$ cat config.mk
export PLATFORM = sky130hd
export DESIGN_NAME = display_scheduler_flat
export DESIGN_NICKNAME = d
export VERILOG_FILES = /design/src/rtl/display_scheduler_if.sv /design/src/rtl/display_scheduler.sv /design/src/flat_wrapper.sv
export SDC_FILE = /design/constraint.sdc
export NUM_CORES = 1
export LEC_CHECK = 0
export CORE_UTILIZATION = 53
export DETAILED_ROUTE_END_ITERATION = 8
export PLACE_DENSITY_LB_ADDON = 0.08
export RECOVER_POWER = 50
export SLEW_MARGIN = 20
export SYNTH_ARGS = -nofsm -noshare
export SYNTH_HDL_FRONTEND = slang
export SYNTH_SLANG_ARGS = --single-unit
$ cat constraint.sdc
create_clock -name clock -period 4.3 [get_ports clock]
set_input_delay 0.86 -clock clock [delete_from_list [all_inputs] [get_ports clock]]
set_output_delay 0.86 -clock clock [all_outputs]
set_load 0.02 [all_outputs]
$ cat src/rtl/display_scheduler_if.sv
// display_scheduler_if: request/data bundle from the value sources and the
// grant plus seven-segment scan signals returned by the scheduler.
interface display_scheduler_if #(
   parameter int NUM_REQ = 4
);
   logic [NUM_REQ-1:0]    req;
   logic [16*NUM_REQ-1:0] data;
   logic [NUM_REQ-1:0]    grant;
   logic [6:0]            cathode;
   logic [7:0]            anode;

   // Value sources and the board-level test harness.
   modport master (
      output req,
      output data,
      input  grant,
      input  cathode,
      input  anode
   );

   // The scheduler itself.
   modport slave (
      input  req,
      input  data,
      output grant,
      output cathode,
      output anode
   );
endinterface

$ cat src/rtl/display_scheduler.sv
// display_scheduler: shares the 8-digit seven-segment display between up to
// four 16-bit sources. Round-robin ownership with a minimum dwell in frames,
// a per-frame latch of the owner's value (no tearing), and a prescaled digit
// scan driven straight from the board clock.
// Optional feature macro: DISPLAY_SCHED_OWNER_DIGIT_EN -- when defined, digit 4
// shows the owner index as a hex glyph; otherwise digit 4 is always blank.
module display_scheduler #(
   parameter int NUM_REQ      = 4,
   parameter int SCAN_DIV     = 100000,
   parameter int DWELL_FRAMES = 512
) (
   input  logic               clock,
   input  logic               reset,
   display_scheduler_if.slave bus
);

   localparam int IW = (NUM_REQ > 2) ? 2 : 1;
   localparam int PW = (SCAN_DIV > 1) ? $clog2(SCAN_DIV) : 1;
   localparam int DW = $clog2(DWELL_FRAMES + 1);

   localparam logic [PW-1:0] PRESC_LAST = PW'(SCAN_DIV - 1);
   localparam logic [DW-1:0] DWELL_MAX  = DW'(DWELL_FRAMES);

   localparam logic [0:0] ST_IDLE = 1'b0;
   localparam logic [0:0] ST_OWN  = 1'b1;

   // Registered state and next-state values.
   logic [0:0]         state_q,   state_d;
   logic [NUM_REQ-1:0] grant_q,   grant_d;
   logic [IW-1:0]      owner_q,   owner_d;
   logic [IW-1:0]      rr_q,      rr_d;
   logic [PW-1:0]      presc_q,   presc_d;
   logic [2:0]         digit_q,   digit_d;
   logic [DW-1:0]      dwell_q,   dwell_d;
   logic [15:0]        shown_q,   shown_d;
   logic [7:0]         anode_q,   anode_d;
   logic [6:0]         cathode_q, cathode_d;

   // Combinational helpers.
   logic [NUM_REQ-1:0] req_v;
   logic [15:0]        src [NUM_REQ];
   logic               tick;
   logic               frame_end;
   logic               win_found;
   logic [IW-1:0]      win_idx;
   logic [IW-1:0]      cand;
   logic               owner_req;
   logic               others_pending;
   logic               dwell_done;
   logic               new_grant;
   logic               slot_on;
   logic [3:0]         slot_nib;
   logic [7:0]         slot_anode;
   logic [6:0]         slot_cathode;

   assign req_v = bus.req;

   for (genvar gi = 0; gi < NUM_REQ; gi++) begin : g_src
      assign src[gi] = bus.data[16*gi +: 16];
   end

   // Active-low {g,f,e,d,c,b,a} glyphs for one hex nibble.
   function automatic logic [6:0] hex_to_seg(input logic [3:0] nib);
      case (nib)
         4'h0:    hex_to_seg = 7'h40;
         4'h1:    hex_to_seg = 7'h79;
         4'h2:    hex_to_seg = 7'h24;
         4'h3:    hex_to_seg = 7'h30;
         4'h4:    hex_to_seg = 7'h19;
         4'h5:    hex_to_seg = 7'h12;
         4'h6:    hex_to_seg = 7'h02;
         4'h7:    hex_to_seg = 7'h78;
         4'h8:    hex_to_seg = 7'h00;
         4'h9:    hex_to_seg = 7'h10;
         4'hA:    hex_to_seg = 7'h08;
         4'hB:    hex_to_seg = 7'h03;
         4'hC:    hex_to_seg = 7'h46;
         4'hD:    hex_to_seg = 7'h21;
         4'hE:    hex_to_seg = 7'h06;
         default: hex_to_seg = 7'h0E;
      endcase
   endfunction

   // Digit-slot prescaler and digit index; both free-run in every state.
   assign tick      = (presc_q == PRESC_LAST);
   assign frame_end = tick && (digit_q == 3'd7);
   assign presc_d   = tick ? '0 : presc_q + 1'b1;
   assign digit_d   = tick ? digit_q + 3'd1 : digit_q;

   assign owner_req      = req_v[owner_q];
   assign others_pending = |(req_v & ~grant_q);
   assign dwell_done     = (dwell_q == DWELL_MAX);

   // Round-robin search: first requester at or above rr_ptr, wrapping.
   always_comb begin
      // NOTE: every variable gets a default before any branch so no latch is inferred.
      win_found = 1'b0;
      win_idx   = '0;
      cand      = '0;
      for (int k = 0; k < NUM_REQ; k++) begin
         cand = IW'((int'(rr_q) + k) % NUM_REQ);
         if (!win_found && req_v[cand]) begin
            win_found = 1'b1;
            win_idx   = cand;
         end
      end
   end

   // Ownership FSM, dwell counting and the tear-free value latch.
   always_comb begin
      state_d   = state_q;
      grant_d   = grant_q;
      owner_d   = owner_q;
      rr_d      = rr_q;
      dwell_d   = dwell_q;
      shown_d   = shown_q;
      new_grant = 1'b0;

      if (state_q == ST_IDLE) begin
         new_grant = win_found;
      end else if (!owner_req) begin
         // A drop wins over a simultaneous dwell expiry.
         if (win_found) begin
            new_grant = 1'b1;
         end else begin
            state_d = ST_IDLE;
            grant_d = '0;
            dwell_d = '0;
         end
      end else if (dwell_done && others_pending) begin
         // The owner sits last in rr order, so another requester wins.
         new_grant = 1'b1;
      end

      if (new_grant) begin
         state_d = ST_OWN;
         owner_d = win_idx;
         grant_d = {{(NUM_REQ-1){1'b0}}, 1'b1} << win_idx;
         rr_d    = (win_idx == IW'(NUM_REQ - 1)) ? '0 : win_idx + 1'b1;
         dwell_d = '0;
         // A frame wrap on the grant cycle also lands here: new owner's data.
         shown_d = src[win_idx];
      end else if ((state_q == ST_OWN) && (state_d == ST_OWN) && frame_end) begin
         shown_d = src[owner_q];
         if (!dwell_done) begin
            dwell_d = dwell_q + 1'b1;
         end
      end
   end

   // Glyph and anode for the digit slot that starts at the next tick.
   always_comb begin
      slot_on  = 1'b0;
      slot_nib = 4'h0;
      if (state_d == ST_OWN) begin
         case (digit_d)
            3'd0, 3'd1, 3'd2, 3'd3: begin
               slot_nib = shown_d[{digit_d[1:0], 2'b00} +: 4];
               slot_on  = 1'b1;
            end
            3'd4: begin
`ifdef DISPLAY_SCHED_OWNER_DIGIT_EN
               slot_nib = {{(4-IW){1'b0}}, owner_d};
               slot_on  = 1'b1;
`endif
            end
            default: begin
               slot_on = 1'b0;
            end
         endcase
      end
      slot_anode   = slot_on ? ~(8'h01 << digit_d) : 8'hFF;
      slot_cathode = slot_on ? hex_to_seg(slot_nib) : 7'h7F;
   end

   // Scan outputs move only on slot ticks; leaving OWN blanks at once.
   always_comb begin
      anode_d   = anode_q;
      cathode_d = cathode_q;
      if (tick) begin
         anode_d   = slot_anode;
         cathode_d = slot_cathode;
      end else if (state_d == ST_IDLE) begin
         anode_d   = 8'hFF;
         cathode_d = 7'h7F;
      end
   end

   // All registers; synchronous reset returns every field to its idle value.
   always_ff @(posedge clock) begin
      // NOTE: non-blocking assignments so each register samples pre-edge values regardless of statement order.
      if (reset) begin
         state_q   <= ST_IDLE;
         grant_q   <= '0;
         owner_q   <= '0;
         rr_q      <= '0;
         presc_q   <= '0;
         digit_q   <= '0;
         dwell_q   <= '0;
         shown_q   <= '0;
         anode_q   <= 8'hFF;
         cathode_q <= 7'h7F;
      end else begin
         state_q   <= state_d;
         grant_q   <= grant_d;
         owner_q   <= owner_d;
         rr_q      <= rr_d;
         presc_q   <= presc_d;
         digit_q   <= digit_d;
         dwell_q   <= dwell_d;
         shown_q   <= shown_d;
         anode_q   <= anode_d;
         cathode_q <= cathode_d;
      end
   end

   assign bus.grant   = grant_q;
   assign bus.anode   = anode_q;
   assign bus.cathode = cathode_q;

endmodule

$ cat src/flat_wrapper.sv
// flat-port wrapper written by rule: the top's interface ports become plain ports
module display_scheduler_flat 
#(
   parameter int NUM_REQ      = 4,
   parameter int SCAN_DIV     = 100000,
   parameter int DWELL_FRAMES = 512
)
  (clock, reset, bus_req, bus_data, bus_grant, bus_cathode, bus_anode);
  display_scheduler_if #(.NUM_REQ(NUM_REQ)) bus_i ();
  input  logic clock;
  input  logic reset;
  input wire logic [$bits(bus_i.req)-1:0] bus_req;
  input wire logic [$bits(bus_i.data)-1:0] bus_data;
  output wire logic [$bits(bus_i.grant)-1:0] bus_grant;
  output wire logic [$bits(bus_i.cathode)-1:0] bus_cathode;
  output wire logic [$bits(bus_i.anode)-1:0] bus_anode;
  assign bus_i.req = bus_req;
  assign bus_i.data = bus_data;
  assign bus_grant = bus_i.grant;
  assign bus_cathode = bus_i.cathode;
  assign bus_anode = bus_i.anode;
  display_scheduler #(.NUM_REQ(NUM_REQ), .SCAN_DIV(SCAN_DIV), .DWELL_FRAMES(DWELL_FRAMES)) u_core (.clock(clock), .reset(reset), .bus(bus_i));
endmodule
* Word level (Yosys, flattened, before mapping) *
Memories as Yosys holds them, arrays and structs flattened.
Cells that the tools add are included.

operators by class
  $add $sub $neg = 7
  $lt $le $gt $ge = 7
  equality and inequality tests = 10
  shift operators = 3
  muxes and demuxes = 54
  bitwise logic cells = 5
  reduce and logical (&&, ||, !) cells = 17

operator list
  cell                     count
  $mux W16                 6
  $bmux W16 S2             2
  $mux W10                 5
  $mux W4                  6
  $mux W8                  3
  $mux W7                  3
  $mux W1                  18
  $add A17 B1 Y17 const B  1
  $eq A17 B17 Y1 const B   1
  $shiftx A16 B5 Y4        1
  $lt A2 B3 Y1 const B     5
  $add A10 B1 Y10 const B  1
  $bmux W1 S2              5
  $eq A10 B10 Y1 const B   1
  $mux W2                  5
  $not A8 Y8               1
  $reduce_or A4 Y1         2
  $shl A1 B3 Y8 const A    1
  $logic_and A1 B1 Y1      7
  $eq A3 B2 Y1 const B     2
  $ge A3 B3 Y1 const B     2
  $ne A2 B2 Y1 const B     3
  $not A2 Y3               2
  $add A2 B1 Y2 const B    2
  14 further kinds         18

storage, ports and cells
  register bits after elaboration = 70
  bits in read-only memories = 112
  input port bits = 70
  output and inout bits = 19
  logic and storage cells = 114
  memories kept = 1

memory list
  name              depth  bits a word  read ports  clocked after Yosys merged registers in  wr ports  line                     source
  (name not given)  16     7            1           0                                        0         display_scheduler.sv:64  case (nib)

* Logic depth before layout (Yosys ltp) *
Gate-level depths: netlist (run 1).
An unclocked memory read counts as a cell.

  word-level depth = 25
  mapped depth = 17
  gate-level depth less buffers = 14

* Worst setup path after synthesis (run 1) *
No wires, ideal clock.

  path kind = input -> register
  start point = input port bus_req[1]
  end point = register u_core.cathode_q[1] (netlist: u_core.bus.cathode[1])
  setup time = 0.122 ns
  arrival = 3.707 ns
  data required time = 4.178 ns
  setup slack = 0.471 ns
  cell stages on the path = 17
  path buffers = 4
  path through = buf_6 or4_1 buf_2 and3_4 and2_4 buf_6 buf_6 nand2_1 nand2_1 o22ai_1 o22ai_1 a211oi_2 inv_1 ha_1 mux2_2 nor2_1 o32a_1

between the ends
  cells in the longest elaborated chain, start to end = 25
  elaborated cells between the ends (all ways) = 50

ends and longest elaborated chain
  item                           line                      source
  start, declared                flat_wrapper.sv:12        input wire logic [$bits(bus_i.req)-1:0] bus_req;
  $bmux W1 S2                    display_scheduler.sv:102  if (!win_found && req_v[cand]) begin
  $mux W1 (implied by the code)  display_scheduler.sv:102
  $mux W1                        display_scheduler.sv:102
  $logic_not A1 Y1               display_scheduler.sv:102
  $logic_and A1 B1 Y1            display_scheduler.sv:102
  $mux W1                        display_scheduler.sv:102
  $logic_not A1 Y1               display_scheduler.sv:102
  $logic_and A1 B1 Y1            display_scheduler.sv:102
  [... 9 more ...]               n/a
  $mux W16                       display_scheduler.sv:143  end else if ((state_q == ST_OWN) && (state_d == ST_OWN) && frame_end) begin
  $mux W16                       display_scheduler.sv:135  if (new_grant) begin
  $shiftx A16 B5 Y4              display_scheduler.sv:158  slot_nib = shown_d[{digit_d[1:0], 2'b00} +: 4];
  $mux W4                        display_scheduler.sv:156  case (digit_d)
  $mux W4                        display_scheduler.sv:155  if (state_d == ST_OWN) begin
  $mem_v2 Z16 W7                 n/a
  $mux W7                        display_scheduler.sv:173  slot_cathode = slot_on ? hex_to_seg(slot_nib) : 7'h7F;
  $mux W7                        display_scheduler.sv:180  if (tick) begin
  end signal, assigned           display_scheduler.sv:213  cathode_q <= cathode_d;
  end, declared                  display_scheduler.sv:37   logic [6:0] cathode_q, cathode_d;

Parallel ways exist; a longest one is shown, timed or not. The select of a mux whose other input is x is not followed.
A chain may end at the register's enable or synchronous reset.

* Worst setup path after layout (run 1) *
  start point = input port bus_req[1]
  end point = register u_core.cathode_q[5] (netlist: u_core.bus.cathode[5])

The elaborated chain is that of the path after synthesis.

==> flow_metrics.env, run 1 <==
export IMPL_holdWs_ps=437
export IMPL_power_share_clock=0.278
export IMPL_min_path_cells=1
export IMPL_drt_pass1_iter_count=8
export IMPL_crit_reg2reg_launch="u_core.presc_q[0]"
export IMPL_path_clk_slew_ps=80
export IMPL_dieArea_sq_mm=0.00899
export IMPL_tightest_slew_ps=952
export IMPL_pin_count=89
export IMPL_post_cts_resized=0
export IMPL_end_kind="flop"
export IMPL_maxSlewViolCount=0
export IMPL_ff2ff_path_depth=12
export IMPL_finalSetupViolations=0
export IMPL_grt_first_pass_wirelength_um=20000
export IMPL_wl_um=12500
export IMPL_tns_ps=0
export IMPL_fin_crit_sh=0.929
export IMPL_max_slew_margin_rel=0.366
export IMPL_start_util=0.553
export IMPL_status="complete, no violations"
export IMPL_yosysSeqAreaShare=0.307
export IMPL_cellPowerDensity_mw_per_mm2=336
export IMPL_max_freq_mhz=250
export IMPL_gr_usage_met3=0.0539
export IMPL_fillers=707
export IMPL_drt_iter0_markers=272
export IMPL_grt_pass1_vias=4254
export IMPL_antenna_found_initial=0
export IMPL_nets=739
export IMPL_rsz0062_at_grt="no"
export IMPL_power_frac_comb=0.359
export IMPL_cp_start_kind="input port"
export IMPL_drive_gt1_frac=0.112
export IMPL_clk_path_buf_depth=2
export IMPL_arrival_ps=4250
export IMPL_skew_ps=13.7
export IMPL_grt_max_degree=36
export IMPL_ir_worst_vdd_mv=0.212
export IMPL_via_per_inst=5.97
export IMPL_fin_cells=764
export IMPL_hold_viol_final=0
export IMPL_rows=33
export IMPL_async_reset_ff_frac=0
export IMPL_synth_edf_count=0
export IMPL_syn_nets=646
export IMPL_holdBufCountCts=0
export IMPL_ys_types=63
export IMPL_core_area_sq_mm=0.00826
export IMPL_clkSinkCount=70
export IMPL_worstHoldStart="u_core.bus.anode[5]"
export IMPL_wire_per_inst_um=16.4
export IMPL_cts_setup_buffers=0
export IMPL_p_sw_mw=0.666
export IMPL_netlist_instances=561
export IMPL_avgSynthCellArea_sq_um=8.13
export IMPL_design_area_sq_mm=0.00584
export IMPL_grtUsageMet1=0.355
export IMPL_gp_congestion=0.940
export IMPL_p_seq_frac=0.363
export IMPL_drv_cap=0
export IMPL_clock_root_buffer="clkbuf_8"
export IMPL_worstSkewPairLatency_ps=360
export IMPL_yosysWarnings=0
export IMPL_grt_total_usage=0.286
export IMPL_drtAntennaViolNets=0
export IMPL_swShare=0.340
export IMPL_port_buffer_count=88
export IMPL_leakagePower_nw=2.22
export IMPL_crit_path_start="bus_req[1]"
export IMPL_cts_tree="yes"
export IMPL_synth_seq_cells=70
export IMPL_synthToLayoutAreaGrowth_pct=27.9
export IMPL_h_tree_depth=3
export IMPL_antenna_cells=0
export IMPL_fp_dieW_um=94.8
export IMPL_path_max_fanout=16
export IMPL_utilization=0.707
export IMPL_grt_overflow_total=0
export IMPL_hp_class="flop to flop"
export IMPL_dpl_instance_area_sq_mm=0.00565
export IMPL_internal_power_mw=1.29
export IMPL_die_y_um=94.8
export IMPL_crit_type="input port to flop"
export IMPL_post_place_cells=748
export IMPL_period_needed_ps=4000
export IMPL_synth_flop_cell="dfxtp_1"
export IMPL_detailed_place_hpwl_um=9300
export IMPL_drc_errors=0
export IMPL_grt_use_met2=0.488
export IMPL_netlist_area_sq_mm=0.00456
export IMPL_grt_busiest_layer="met2"
export IMPL_routed_via_count=4559
export IMPL_crit_required_ps=4550
export IMPL_cts_made_buffers=9
[critical path, stage by stage]
cell and delay, ps:
dlygate4sd3_1 610, buf_4 180, nand2b_1 170, o211ai_2 180
nand2_2 80, inv_2 240, o21ai_0 160, a21oi_1 210
and3b_1 200, or4_4 550, ha_1 270, mux2i_1 150
nor2_1 60, o32a_1 330
[area by class of cell]
cell class              instances  area, sq um  area share
clock buffers                  10          128      0.0219
clock inverters                 6         70.1      0.0120
inverters                      14         52.6     0.00901
multi-input cells             445         2950       0.505
flip-flops and latches         70         1400       0.240
well taps                     105          131      0.0225
repair buffers                114         1110       0.190
[power groups by stage]
stage | clock network [mW] | logic [mW] | registers (mW)
after floorplan | 0 | 0.456 | 0.724
after global placement | 0 | 0.673 | 0.725
after detailed placement | 0 | 0.694 | 0.726
after CTS | 0.554 | 0.698 | 0.711
after global routing | 0.575 | 0.762 | 0.715
final | 0.544 | 0.704 | 0.711
[metal layers]
layer,vias up,part of all wire
met4,0,0.022
li1,2225,-
met2,167,0.49
met3,25,0.062
met1,2142,0.43
met5,-,0
[per-stage QoR]
step | total power [mW] | worst slack (ps)
floorplan | 1.18 | 471
global placement | 1.40 | 142
detailed placement | 1.42 | 6.01
CTS | 1.96 | 378
global route | 2.05 | 152
finish | 1.96 | 303
[cells in the final DEF, fill, tap and decap left out, types with 17 or more instances in the layout]
cell type / count
nand2_1: 71
dlygate4sd3_1: 21
clkdlybuf4s50_1: 67
and3_1: 20
o21ai_0: 20
a21oi_1: 43
buf_4: 21
nand3_1: 38
nor2_1: 54
dfxtp_1: 70
mux4_2: 17
[state kept, by name (all words and copies together), names as in the netlist]
| register | flops |
|---|---|
| u_core.bus.cathode | 7 |
| u_core.dwell_q | 10 |
| u_core.rr_q | 2 |
| u_core.presc_q | 17 |
| u_core.digit_q | 3 |
| u_core.bus.grant | 4 |
| u_core.state_q | 1 |
| u_core.owner_q | 2 |
| u_core.bus.anode | 8 |
| u_core.shown_q | 16 |
[path summary, 6_finish.rpt]
path	slack, ps	end
max	300	u_core.bus.cathode[5]
min	440	u_core.bus.anode[5]
max reg2reg	710	u_core.bus.cathode[5]
min reg2reg	440	u_core.bus.anode[5]
[kinds of logic (layout without fill, tap and decap cells)]
family          Yosys count  count (layout)  synth area share
compound gates          108             108             0.147
xor+xnor                 15              15            0.0288
fa+ha+maj                15              15            0.0411
buf+inv                  46             144            0.0472
flops                    70              70             0.307
mux                      32              32             0.117
simple gates            275             275             0.312
[cells in the mapped netlist (all sizes together), types with 2 or more instances]
cell type / n / area share
ha: 15 / 0.041
inv: 13 / 0.011
nor3: 9 / 0.0099
nor4bb: 2 / 0.0044
nor4b: 2 / 0.0038
clkbuf: 13 / 0.011
xnor2: 3 / 0.0058
and3: 21 / 0.030
o21ai: 21 / 0.023
nor4: 9 / 0.012
nand4: 8 / 0.011
o32a: 3 / 0.0066
nor2b: 3 / 0.0041
or2: 6 / 0.0082
mux2: 2 / 0.0049
a21oi: 43 / 0.047
mux4: 17 / 0.084
dfxtp: 70 / 0.31
nand2: 73 / 0.062
nand3b: 4 / 0.0066
mux2i: 13 / 0.029
a22oi: 6 / 0.0099
o211ai: 7 / 0.013
nor2: 54 / 0.044
xor2: 12 / 0.023
nand2b: 11 / 0.015
a211oi: 3 / 0.0060
a31oi: 8 / 0.011
o32ai: 2 / 0.0038
or3: 7 / 0.0096
or4: 2 / 0.0041
nand3: 40 / 0.046
o22a: 3 / 0.0058
and2: 6 / 0.0088
buf: 19 / 0.025
and4: 3 / 0.0058
o22ai: 4 / 0.0055
or3b: 2 / 0.0038
nor3b: 12 / 0.020
Power figures use the tool's default switching activity.
==> run 2: changes to the inputs <==
Settings changed: GPL_TIMING_DRIVEN set to 0, MAX_ROUTING_LAYER set to met4.
==> flow_metrics.env, run 2 (synthesis gave the netlist of run 1 again) <==
export IMPL_status="complete, no violations"
export IMPL_fillers=687
export IMPL_path_clk_slew_ps=80
export IMPL_internal_power_mw=1.29
export IMPL_detailed_place_hpwl_um=9450
export IMPL_h_tree_depth=3
export IMPL_grt_pass1_vias=4238
export IMPL_cpLargestDelayFamily="buffers and inverters"
export IMPL_layout_commonest_cell="dfxtp_1"
export IMPL_grt_overflow_total=0
export IMPL_dieArea_sq_mm=0.00899
export IMPL_max_freq_mhz=256
export IMPL_fp_dieW_um=94.8
export IMPL_grt_first_pass_wirelength_um=19800
export IMPL_cp_slowest_stage_delay_ps=370
export IMPL_finalSetupViolations=0
export IMPL_tightest_slew_ps=881
export IMPL_drt_iter0_markers=274
export IMPL_crit_required_ps=4540
export IMPL_largest_reg_flops=17
export IMPL_route_met2_wl_um=6180
export IMPL_topRoutingLayerUsed="met4"
export IMPL_total_power_mw=1.96
export IMPL_utilization=0.706
export IMPL_cellPowerDensity_mw_per_mm2=336
export IMPL_swShare=0.342
export IMPL_drtAntennaViolNets=0
export IMPL_crit_type="input port to flop"
export IMPL_skew_ps=9.49
export IMPL_design_area_sq_mm=0.00583
export IMPL_max_slew_margin_rel=0.413
export IMPL_leakagePower_nw=2.21
export IMPL_cts_tree="yes"
export IMPL_drv_cap=0
export IMPL_via_per_inst=6.03
export IMPL_wl_met1_um=5350
export IMPL_nets=746
export IMPL_path_cells="clkbuf_1, mux2i_1, or2_1, buf_2, nand3_1, inv_2, buf_4, a21oi_1, or3_1, a211oi_4, inv_1, ha_1, mux2i_1, nor2_1, o32a_1"
export IMPL_top_register="u_core.presc_q"
export IMPL_cpMostUsedCell="mux2i_1"
export IMPL_drive_gt1_frac=0.116
export IMPL_fin_cells=771
export IMPL_final_cell_mix="dfxtp_1 (70), nand2_1 (69), clkdlybuf4s50_1 (64), nor2_1 (54), a21oi_1 (43)"
export IMPL_drc_errors=0
export IMPL_rsz0062_at_grt="no"
export IMPL_power_frac_comb=0.353
export IMPL_dpl_instance_area_sq_mm=0.00556
export IMPL_cp_start_kind="input port"
export IMPL_holdWs_ps=442
export IMPL_cts_made_buffers=9
export IMPL_rows=33
export IMPL_power_share_clock=0.286
export IMPL_path_buf_inv=5
export IMPL_path_max_fanout=18
export IMPL_clock_root_buffer="clkbuf_8"
export IMPL_synthToLayoutAreaGrowth_pct=27.8
export IMPL_core_area_sq_mm=0.00826
export IMPL_period_needed_ps=3900
export IMPL_crit_slowest_cell="or3_1"
export IMPL_pin_count=89
export IMPL_gp_congestion=0.901
export IMPL_maxSlewViolCount=0
export IMPL_clk_path_buf_depth=2
export IMPL_grt_max_degree=15
export IMPL_hold_viol_final=0
export IMPL_routed_via_count=4651
export IMPL_die_y_um=94.8
export IMPL_antenna_cells=0
export IMPL_post_place_cells=752
export IMPL_worstSkewPairLatency_ps=350
export IMPL_end_kind="flop"
export IMPL_arrival_ps=4150
export IMPL_start_util=0.553
export IMPL_regArea_sq_mm=0.00140
export IMPL_multi_input_area_sq_mm=0.00298
export IMPL_top_regs="u_core.presc_q: 17 flops, u_core.shown_q: 16 flops, u_core.dwell_q: 10 flops"
export IMPL_wl_um=12700
export IMPL_drt_pass1_iter_count=6
export IMPL_wire_per_inst_um=16.4
export IMPL_p_sw_mw=0.671
export IMPL_antenna_found_initial=0
export IMPL_p_seq_frac=0.362
export IMPL_ir_worst_vdd_mv=0.173
export IMPL_port_buffer_count=86
export IMPL_wl_met3_um=871
export IMPL_clkSinkCount=70
export IMPL_hp_class="flop to flop"
export IMPL_grt_total_usage=0.293
export IMPL_fin_crit_sh=0.907
[run 2: cell count changes in the layout (fill, tap and decap cells not counted), moves of 3 or more]
cell,delta
buf_4,-12
buf_6,+3
buf_2,+7
clkbuf_1,+10
clkdlybuf4s50_1,-3
buf_12,-3
[run 2: routing by layer]
metal  vias to the layer above  track usage
li1                       2245            -
met4                         0        0.114
met3                        30       0.0395
met2                       175        0.485
met5                         -            -
met1                      2201        0.360
[run 2: power by group through the flow]
stage	combinational (mW)	sequential, mW	clock [mW]
2_1_floorplan	0.456	0.724	0
3_3_place_gp	0.641	0.723	0
3_5_place_dp	0.657	0.724	0
4_1_cts	0.675	0.709	0.569
5_1_grt	0.749	0.714	0.593
6_report	0.691	0.709	0.560
[run 2: path summary, 6_finish.rpt]
check	startpoint	endpoint	slack, ps	cells after the start
setup reg to reg	u_core.owner_q[1]	u_core.bus.cathode[5]	550	13
hold / removal	u_core.bus.anode[4]	u_core.bus.anode[4]	440	1
setup / recovery	bus_req[2]	u_core.bus.cathode[5]	400	15
hold reg to reg	u_core.bus.anode[4]	u_core.bus.anode[4]	440	1
[run 2: final cells by class]
cell class              count  area share
repair buffers             91       0.154
inverters                  14     0.00944
clock buffers              10      0.0236
multi-input cells         445       0.511
clock inverters             6      0.0118
well taps                 105      0.0225
plain buffers              30      0.0277
flip-flops and latches     70       0.240
[run 2: per-stage QoR]
step / setup TNS, ps / setup WS [ps]
3_3_place_gp: -5140 / -914
3_5_place_dp: -5690 / -998
5_1_grt: 0 / 209
6_report: 0 / 398
2_1_floorplan: 0 / 471
4_1_cts: 0 / 3.23
[run 2: timing repair]
action / CTS / global route
buffers inserted: 1 / 4
hold buffers: 0 / 0
pin swaps: 1 / 2
setup endpoints to repair: 7 / 5
gates resized for setup: 10 / 10
==> run 3: changes to the inputs <==
Settings changed: SETUP_SLACK_MARGIN set to 0.4.
==> flow_metrics.env, run 3 (synthesis gave the netlist of run 1 again) <==
export IMPL_holdWs_ps=442
export IMPL_hp_class="flop to flop"
export IMPL_clkSinkCount=70
export IMPL_largest_reg_flops=17
export IMPL_status="complete, no violations"
export IMPL_power_frac_comb=0.361
export IMPL_endpoint="u_core.bus.cathode[5]"
export IMPL_cts_made_buffers=9
export IMPL_cellPowerDensity_mw_per_mm2=339
export IMPL_die_y_um=94.8
export IMPL_grt_first_pass_wirelength_um=20000
export IMPL_grt_total_usage=0.295
export IMPL_skew_ps=8.22
export IMPL_fillers=684
export IMPL_routed_via_count=4676
export IMPL_port_buffer_count=86
export IMPL_crit_reg2reg_launch="u_core.presc_q[0]"
export IMPL_start_util=0.553
export IMPL_cts_tree="yes"
export IMPL_top_register="u_core.presc_q"
export IMPL_drt_pass1_iter_count=5
export IMPL_rows=33
export IMPL_clk_path_buf_depth=2
export IMPL_cp_slowest_stage_delay_ps=530
export IMPL_max_slew_margin_rel=0.116
export IMPL_synthToLayoutAreaGrowth_pct=28.9
export IMPL_regArea_sq_mm=0.00140
export IMPL_clock_root_buffer="clkbuf_8"
export IMPL_period_needed_ps=3890
export IMPL_ir_worst_vdd_mv=0.179
export IMPL_end_kind="flop"
export IMPL_pin_count=89
export IMPL_antenna_cells=0
export IMPL_drt_iter0_markers=343
export IMPL_crit_path_start="bus_req[0]"
export IMPL_holdBufCountCts=0
export IMPL_drive_gt1_frac=0.132
export IMPL_crit_type="input port to flop"
export IMPL_r2r_end="u_core.bus.cathode[5]"
export IMPL_max_freq_mhz=257
export IMPL_p_sw_mw=0.687
export IMPL_fp_dieW_um=94.8
export IMPL_h_tree_depth=3
export IMPL_reg2reg_slack_ps=600
export IMPL_leakagePower_nw=2.23
export IMPL_swShare=0.345
export IMPL_internal_power_mw=1.31
export IMPL_grt_max_degree=14
export IMPL_dieArea_sq_mm=0.00899
export IMPL_worstSkewPairLatency_ps=350
export IMPL_ff2ff_path_depth=13
export IMPL_multi_input_area_sq_mm=0.00302
export IMPL_power_share_clock=0.283
export IMPL_path_max_fanout=10
export IMPL_crit_slowest_cell="or4_1"
export IMPL_grt_overflow_total=0
export IMPL_arrival_ps=4140
export IMPL_antenna_found_initial=0
export IMPL_gp_congestion=0.901
export IMPL_maxSlewViolCount=0
export IMPL_rsz0062_at_grt="no"
export IMPL_layout_commonest_cell="dfxtp_1"
export IMPL_final_cell_mix="dfxtp_1 (70), nand2_1 (69), clkdlybuf4s50_1 (64), nor2_1 (54), a21oi_1 (42)"
export IMPL_tightest_slew_ps=1310
export IMPL_core_area_sq_mm=0.00826
export IMPL_nets=749
export IMPL_path_cells="clkbuf_1, or4_1, clkbuf_1, and3_1, and2_4, buf_6, buf_6, nand2_1, nand2_1, o22ai_2, o22ai_2, a211oi_4, inv_1, ha_1, mux2i_1, nor2_1, o32a_1"
export IMPL_wire_per_inst_um=16.6
export IMPL_crit_required_ps=4550
export IMPL_drv_cap=0
export IMPL_drtAntennaViolNets=0
export IMPL_top_regs="u_core.presc_q: 17 flops, u_core.shown_q: 16 flops, u_core.dwell_q: 10 flops"
export IMPL_via_per_inst=6.04
export IMPL_finalSetupViolations=0
export IMPL_total_power_mw=1.99
export IMPL_p_seq_frac=0.356
export IMPL_wl_um=12900
export IMPL_fin_crit_sh=0.905
export IMPL_cp_start_kind="input port"
export IMPL_grt_pass1_vias=4255
export IMPL_hold_viol_final=0
export IMPL_min_path_cells=1
export IMPL_drc_errors=0
export IMPL_detailed_place_hpwl_um=9450
export IMPL_path_clk_slew_ps=80
-- run 3: changes by cell type in the layout (fill, tap and decap cells not counted), moves of 2 or more --
cell	delta
dlymetal6s2s_1	-2
o22ai_2	+3
o22ai_1	-3
buf_4	+2
-- run 3: routing by layer --
metal | up-vias | global-route usage | part of all wire
met5 | - | - | 0
met4 | 0 | 0.116 | 0.021
met3 | 29 | 0.0419 | 0.071
met2 | 201 | 0.488 | 0.49
met1 | 2197 | 0.361 | 0.42
li1 | 2249 | - | -
-- run 3: critical path, delay by kind of cell --
kind | cells | cell delay [ps]
buffers and inverters | 5 | 790
AND/OR/NAND/NOR | 6 | 1130
AO/OA/AOI/OAI | 4 | 920
adder cells (fa/ha/maj) | 1 | 270
multiplexers | 1 | 160
-- run 3: through the flow --
step,setup WS (ps),util,cells,cell area [sq um],TNS (ps)
after detailed placement,-998,0.673,752,5560,-5690
after global placement,-914,0.673,752,5560,-5140
after CTS,406,0.707,771,5840,0
after floorplan,471,-,561,4560,0
after global routing,262,0.712,774,5880,0
final,410,0.712,774,5880,0
-- run 3: what timing repair did --
item                                    in CTS  in global routing
pin swaps                                    4                  5
setup buffers                                3                  3
hold endpoints to repair                     0                  0
endpoints found under the setup margin       7                  5
resized for setup                           19                 18
-- run 3: layout make-up --
| class | instances | area share |
|---|---|---|
| inverter | 14 | 0.00957 |
| tap | 105 | 0.0223 |
| buffer | 32 | 0.0306 |
| clock inverter | 6 | 0.0117 |
| multi-input combinational | 445 | 0.513 |
| timing repair buffer | 92 | 0.151 |
| sequential | 70 | 0.238 |
| clock buffer | 10 | 0.0234 |
-- run 3: power groups by stage --
| stage | sequential, mW | clock, mW | combinational, mW |
|---|---|---|---|
| after floorplan | 0.724 | 0 | 0.456 |
| after global placement | 0.723 | 0 | 0.641 |
| after detailed placement | 0.724 | 0 | 0.657 |
| after CTS | 0.709 | 0.569 | 0.686 |
| after global routing | 0.714 | 0.593 | 0.777 |
| final | 0.710 | 0.563 | 0.719 |
-- run 3: worst min path at each step --
stage	from	end
3_5_place_dp	u_core.bus.anode[4]	u_core.bus.anode[4]
6_report	u_core.bus.anode[4]	u_core.bus.anode[4]
5_1_grt	u_core.bus.anode[6]	u_core.bus.anode[6]
2_1_floorplan	u_core.presc_q[0]	u_core.presc_q[0]
3_3_place_gp	u_core.bus.anode[7]	u_core.bus.anode[7]
4_1_cts	u_core.bus.anode[4]	u_core.bus.anode[4]
==> patch 1 (config.mk and constraints of run 3) <==
`SCAN_DIV` is set to 100000 in 2 places; all go to 25000.
--- a/src/rtl/display_scheduler.sv
+++ b/src/rtl/display_scheduler.sv
@@ -7,5 +7,5 @@
 module display_scheduler #(
    parameter int NUM_REQ      = 4,
-   parameter int SCAN_DIV     = 100000,
+   parameter int SCAN_DIV     = 25000,
    parameter int DWELL_FRAMES = 512
 ) (
--- a/src/flat_wrapper.sv
+++ b/src/flat_wrapper.sv
@@ -3,5 +3,5 @@
 #(
    parameter int NUM_REQ      = 4,
-   parameter int SCAN_DIV     = 100000,
+   parameter int SCAN_DIV     = 25000,
    parameter int DWELL_FRAMES = 512
 )
Function: same outputs for any inputs over 10 cycles, from zero or initial values and one cycle with reset high; that may be too few to reach the edited logic, so the function may still have changed.
==> patch 1 against run 3 <==
- clock skew is 0.0016 ns higher
- cell area shrank 1.2%
- total power barely moved
- combinational power fell by 11%
- setup slack better by 0.11 ns
- final cell count is 1.4% lower
- wire length shrank 1.8%
- area after synthesis shrank 0.66%
- clock power up 18%
- sequential cell count shrank 2
- critical path type unchanged
- largest power group is now sequential cells
==> patch 1: results (changes against run 3) <==
track_usage_pct: 30.50  # +1.0 points
synthAdderAreaFrac_pct: 4.140  # +0.027 points
dpl_cell_area_um2: 5515  # -0.83%
wl_met3_um: 824  # -9.6%
insertion_delay_ns: 0.36
reg2reg_depth: 18  # +5
reg_top3: "u_core.shown_q x16, u_core.presc_q x15, u_core.dwell_q x10"
synth-xor-area-share_pct: 2.319  # -0.56 points
period_share_pct: 87.87  # -2.6 points
switching_share_pct: 32.31  # -2.2 points
grt_use_met3_pct: 4.428  # +0.24 points
maxCapViolCount: 0  # unchanged
grt_pass1_wl_um: 20530  # +2.8%
top_register: "u_core.shown_q"
drive_gt1_share_pct: 12.31  # -0.84 points
r2r-start: "u_core.owner_q[1]"
status: "completed"
reg2reg_slack_ns: 0.76  # +0.16 ns
slew_headroom_pct: 42.71  # +31 points
worst_ep_arrival_time_ns: 4.03  # -0.11 ns
synthMuxAreaShare_pct: 12.01  # +0.27 points
fin_skew_ns: 0.009856  # +0.001632 ns
pre_cts_ws_ns: -0.4069  # +0.5916 ns
p_leak_nw: 2.155  # -3.2%
detail_route.wl_per_cell_um: 16.57  # -0.35%
synth.distinct_cells: 71  # +13%
synth_nets: 638  # -1.2%
yosysMostFrequentCell: "nor2_1"
ys_seq_area_share_pct: 30.03  # -0.68 points
drt-met1-wl_um: 5450  # +1.1%
cp_max_fo: 11  # +1
peakVddDrop_mv: 0.1905  # +6.4%
final_cell_count_no_fill: 763  # -1.4%
post-dp-hpwl_um: 9460  # about the same
synth_compound_area_share_pct: 17.33  # +2.7 points
crit_path_top_delay_cell: "clkbuf_1"
p_clk_mw: 0.664  # +18%
r2r_end: "u_core.bus.cathode[4]"
nets: 738  # -1.5%
pwr_density_cell_nw_per_um2: 342.6  # +1.1%
grt_use_met1_pct: 38.76  # +2.6 points
wl_met2_um: 6082  # -3.3%
synth_common_cells: "nor2_1 (71), dfxtp_1 (68), nand2_1 (64)"
whs_ns: 0.4489  # +0.006608 ns
worst_path_largest_cell_delay_ns: 0.34  # -0.19 ns
p_seq_share_pct: 34.5  # -1.1 points
grt_pass1_vias: 4274  # +0.45%
port_buffers: 85  # -1.2%
crit_family: "buffers and inverters"
synthFlopType: "dfxtp_1"
syn_inst: 553  # -1.4%
met2_usage_pct: 49.70  # +0.90 points
drt-initial-drc-count: 271  # -21%
viasPerCell: 6.076  # +0.57%
synthTopCellsByArea: "dfxtp_1 (30%), mux4_2 (8.4%), nor2_1 (5.9%)"
gp_congestion: 0.9085  # +0.85%
==> patch 1: cell types whose count changed after synthesis, moves of 4 or more <==
cell	change
a211oi_1	+10
and3_1	-14
buf_2	+5
inv_1	+6
nand2_1	-7
nand2b_1	-6
nand3_1	-14
nor2_1	+17
nor3_1	+6
nor3b_1	-12
o21ai_0	-8
or3_1	+4
xor2_1	-4
==> patch 1: cell families after synthesis <==
kind of cell | count (synthesis)
compound gates | 120
xor+xnor | 12
fa+ha+maj | 15
buf+inv | 57
flops | 68
mux | 33
simple gates | 248
==> patch 1: repair_timing <==
action | CTS | global route
pin swaps | 2 | 0
setup buffers | 4 | 0
setup endpoints to repair | 7 | 5
gates resized for setup | 7 | 5
==> patch 1: cell type report <==
class	count	area (µm²)
clock inverters	7	123.9
clock buffers	9	123.9
fillers	691	2447
plain buffers	38	216.5
inverters	19	71.32
flip-flops and latches	68	1361
well taps	105	131.4
multi-input cells	428	2907
repair buffers	89	875.8
==> patch 2 (config.mk and constraints of run 3) <==
Without the edit above. Make the reset (`reset`) asynchronous in one clocked block. Comments in the files are not updated.
--- a/src/rtl/display_scheduler.sv
+++ b/src/rtl/display_scheduler.sv
@@ -188,5 +188,5 @@
 
    // All registers; synchronous reset returns every field to its idle value.
-   always_ff @(posedge clock) begin
+   always_ff @(posedge clock or posedge reset) begin
       // NOTE: non-blocking assignments so each register samples pre-edge values regardless of statement order.
       if (reset) begin
Function: differs if reset is asserted again (counterexample within 4 cycles, from zero or initial values and one cycle with reset high); with reset held inactive, the same outputs for 10 cycles.
==> patch 2 against run 3 <==
- cell area up 11%
- wire length up 5.7%
- setup slack better by 0.068 ns
- sequential cell count unchanged
- area after synthesis up 11%
- via count up 1.6%
- critical path depth unchanged
- count of clock-buffer cells in the layout unchanged
- sequential share of layout area up 3.4 points
- global-route usage down 0.24 points
Power is not compared: it rests on default switching activity, and its combinational part moved more than twofold at a synthesized area within 25%.
==> patch 2: results (changes against run 3) <==
slew_headroom_pct: 31.17  # +20 points
synth-xor-area-share_pct: 4.298  # +1.4 points
grt_pass1_wl_um: 22180  # +11%
post-cts-setup-buffers: 4  # +1
port_buffers: 88  # +2.3%
post-dp-hpwl_um: 10270  # +8.6%
buffer_area_share_pct: 18.05  # -0.14 points
r2r-start: "u_core.presc_q[0]"
whs_ns: 0.4953  # +0.05299 ns
inverters: 32  # +18
grt_use_met1_pct: 37.98  # +1.9 points
dpl_cell_area_um2: 6137  # +10%
clk_share_pct: 3.537  # +0.027 points
grt_max_degree: 50  # +36
met2_usage_pct: 47.00  # -1.8 points
ys_seq_area_share_pct: 34.96  # +4.2 points
grt_pass1_vias: 4595  # +8.0%
drive_gt1_share_pct: 18.77  # +5.6 points
async_flop_share_pct: 100.0  # +100 points
grt_use_met3_pct: 5.130  # +0.94 points
wl_met3_um: 902  # -1.1%
cts_resized: 15  # -4
final_cell_count_no_fill: 795  # +2.7%
r2r_end: "u_core.bus.cathode[3]"
crit_family: "buffers and inverters"
synth_common_cells: "dfrtp_1 (55), nand3_1 (54), nand2_1 (44)"
seq_area_share_pct: 27.20  # +3.4 points
synth.avg_cell_area_um2: 9.209  # +13%
reg2reg_depth: 17  # +4
n_all_buffers: 134  # +8.1%
worst_path_largest_cell_delay_ns: 0.39  # -0.14 ns
gp_congestion: 0.9543  # +5.9%
dp.cells: 768  # +2.1%
num_rows: 35  # +6.1%
drt-initial-drc-count: 297  # -13%
worst_ep_arrival_time_ns: 4.09  # -0.05 ns
synthTopCellsByArea: "dfrtp_1 (27%), dfstp_2 (7.8%), mux4_2 (7.6%)"
synthAdderAreaFrac_pct: 3.706  # -0.41 points
hold_start: "u_core.presc_q[0]"
multiInputGateArea_um2: 3050  # +1.1%
synthMuxAreaShare_pct: 10.75  # -0.99 points
status: "completed"
regArea_um2: 1770  # +26%
reg2reg_slack_ns: 0.53  # -0.07 ns
viasPerCell: 5.979  # -1.0%
min_to: "u_core.presc_q[0]"
-- patch 2: how the worst max path moves through the flow --
stage | startpoint | endpoint | slack, ns | depth (start not counted)
final | bus_req[1] | u_core.bus.cathode[3] | 0.48 | 17
after global routing | u_core.presc_q[0] | u_core.bus.cathode[3] | 0.25 | 17
after CTS | u_core.presc_q[0] | u_core.bus.cathode[6] | 0.40 | 16
after detailed placement | bus_req[0] | u_core.bus.cathode[6] | -0.54 | 15
after global placement | bus_req[0] | u_core.bus.cathode[6] | -0.44 | 15
after floorplan | bus_req[3] | u_core.bus.cathode[6] | 0.77 | 14
-- patch 2: stage by stage --
step           setup slack (ns)  TNS, ns
5_1_grt                  0.2456        0
3_5_place_dp            -0.5441   -2.890
6_report                 0.4785        0
2_1_floorplan            0.7737        0
3_3_place_gp            -0.4426   -2.118
4_1_cts                  0.3969        0
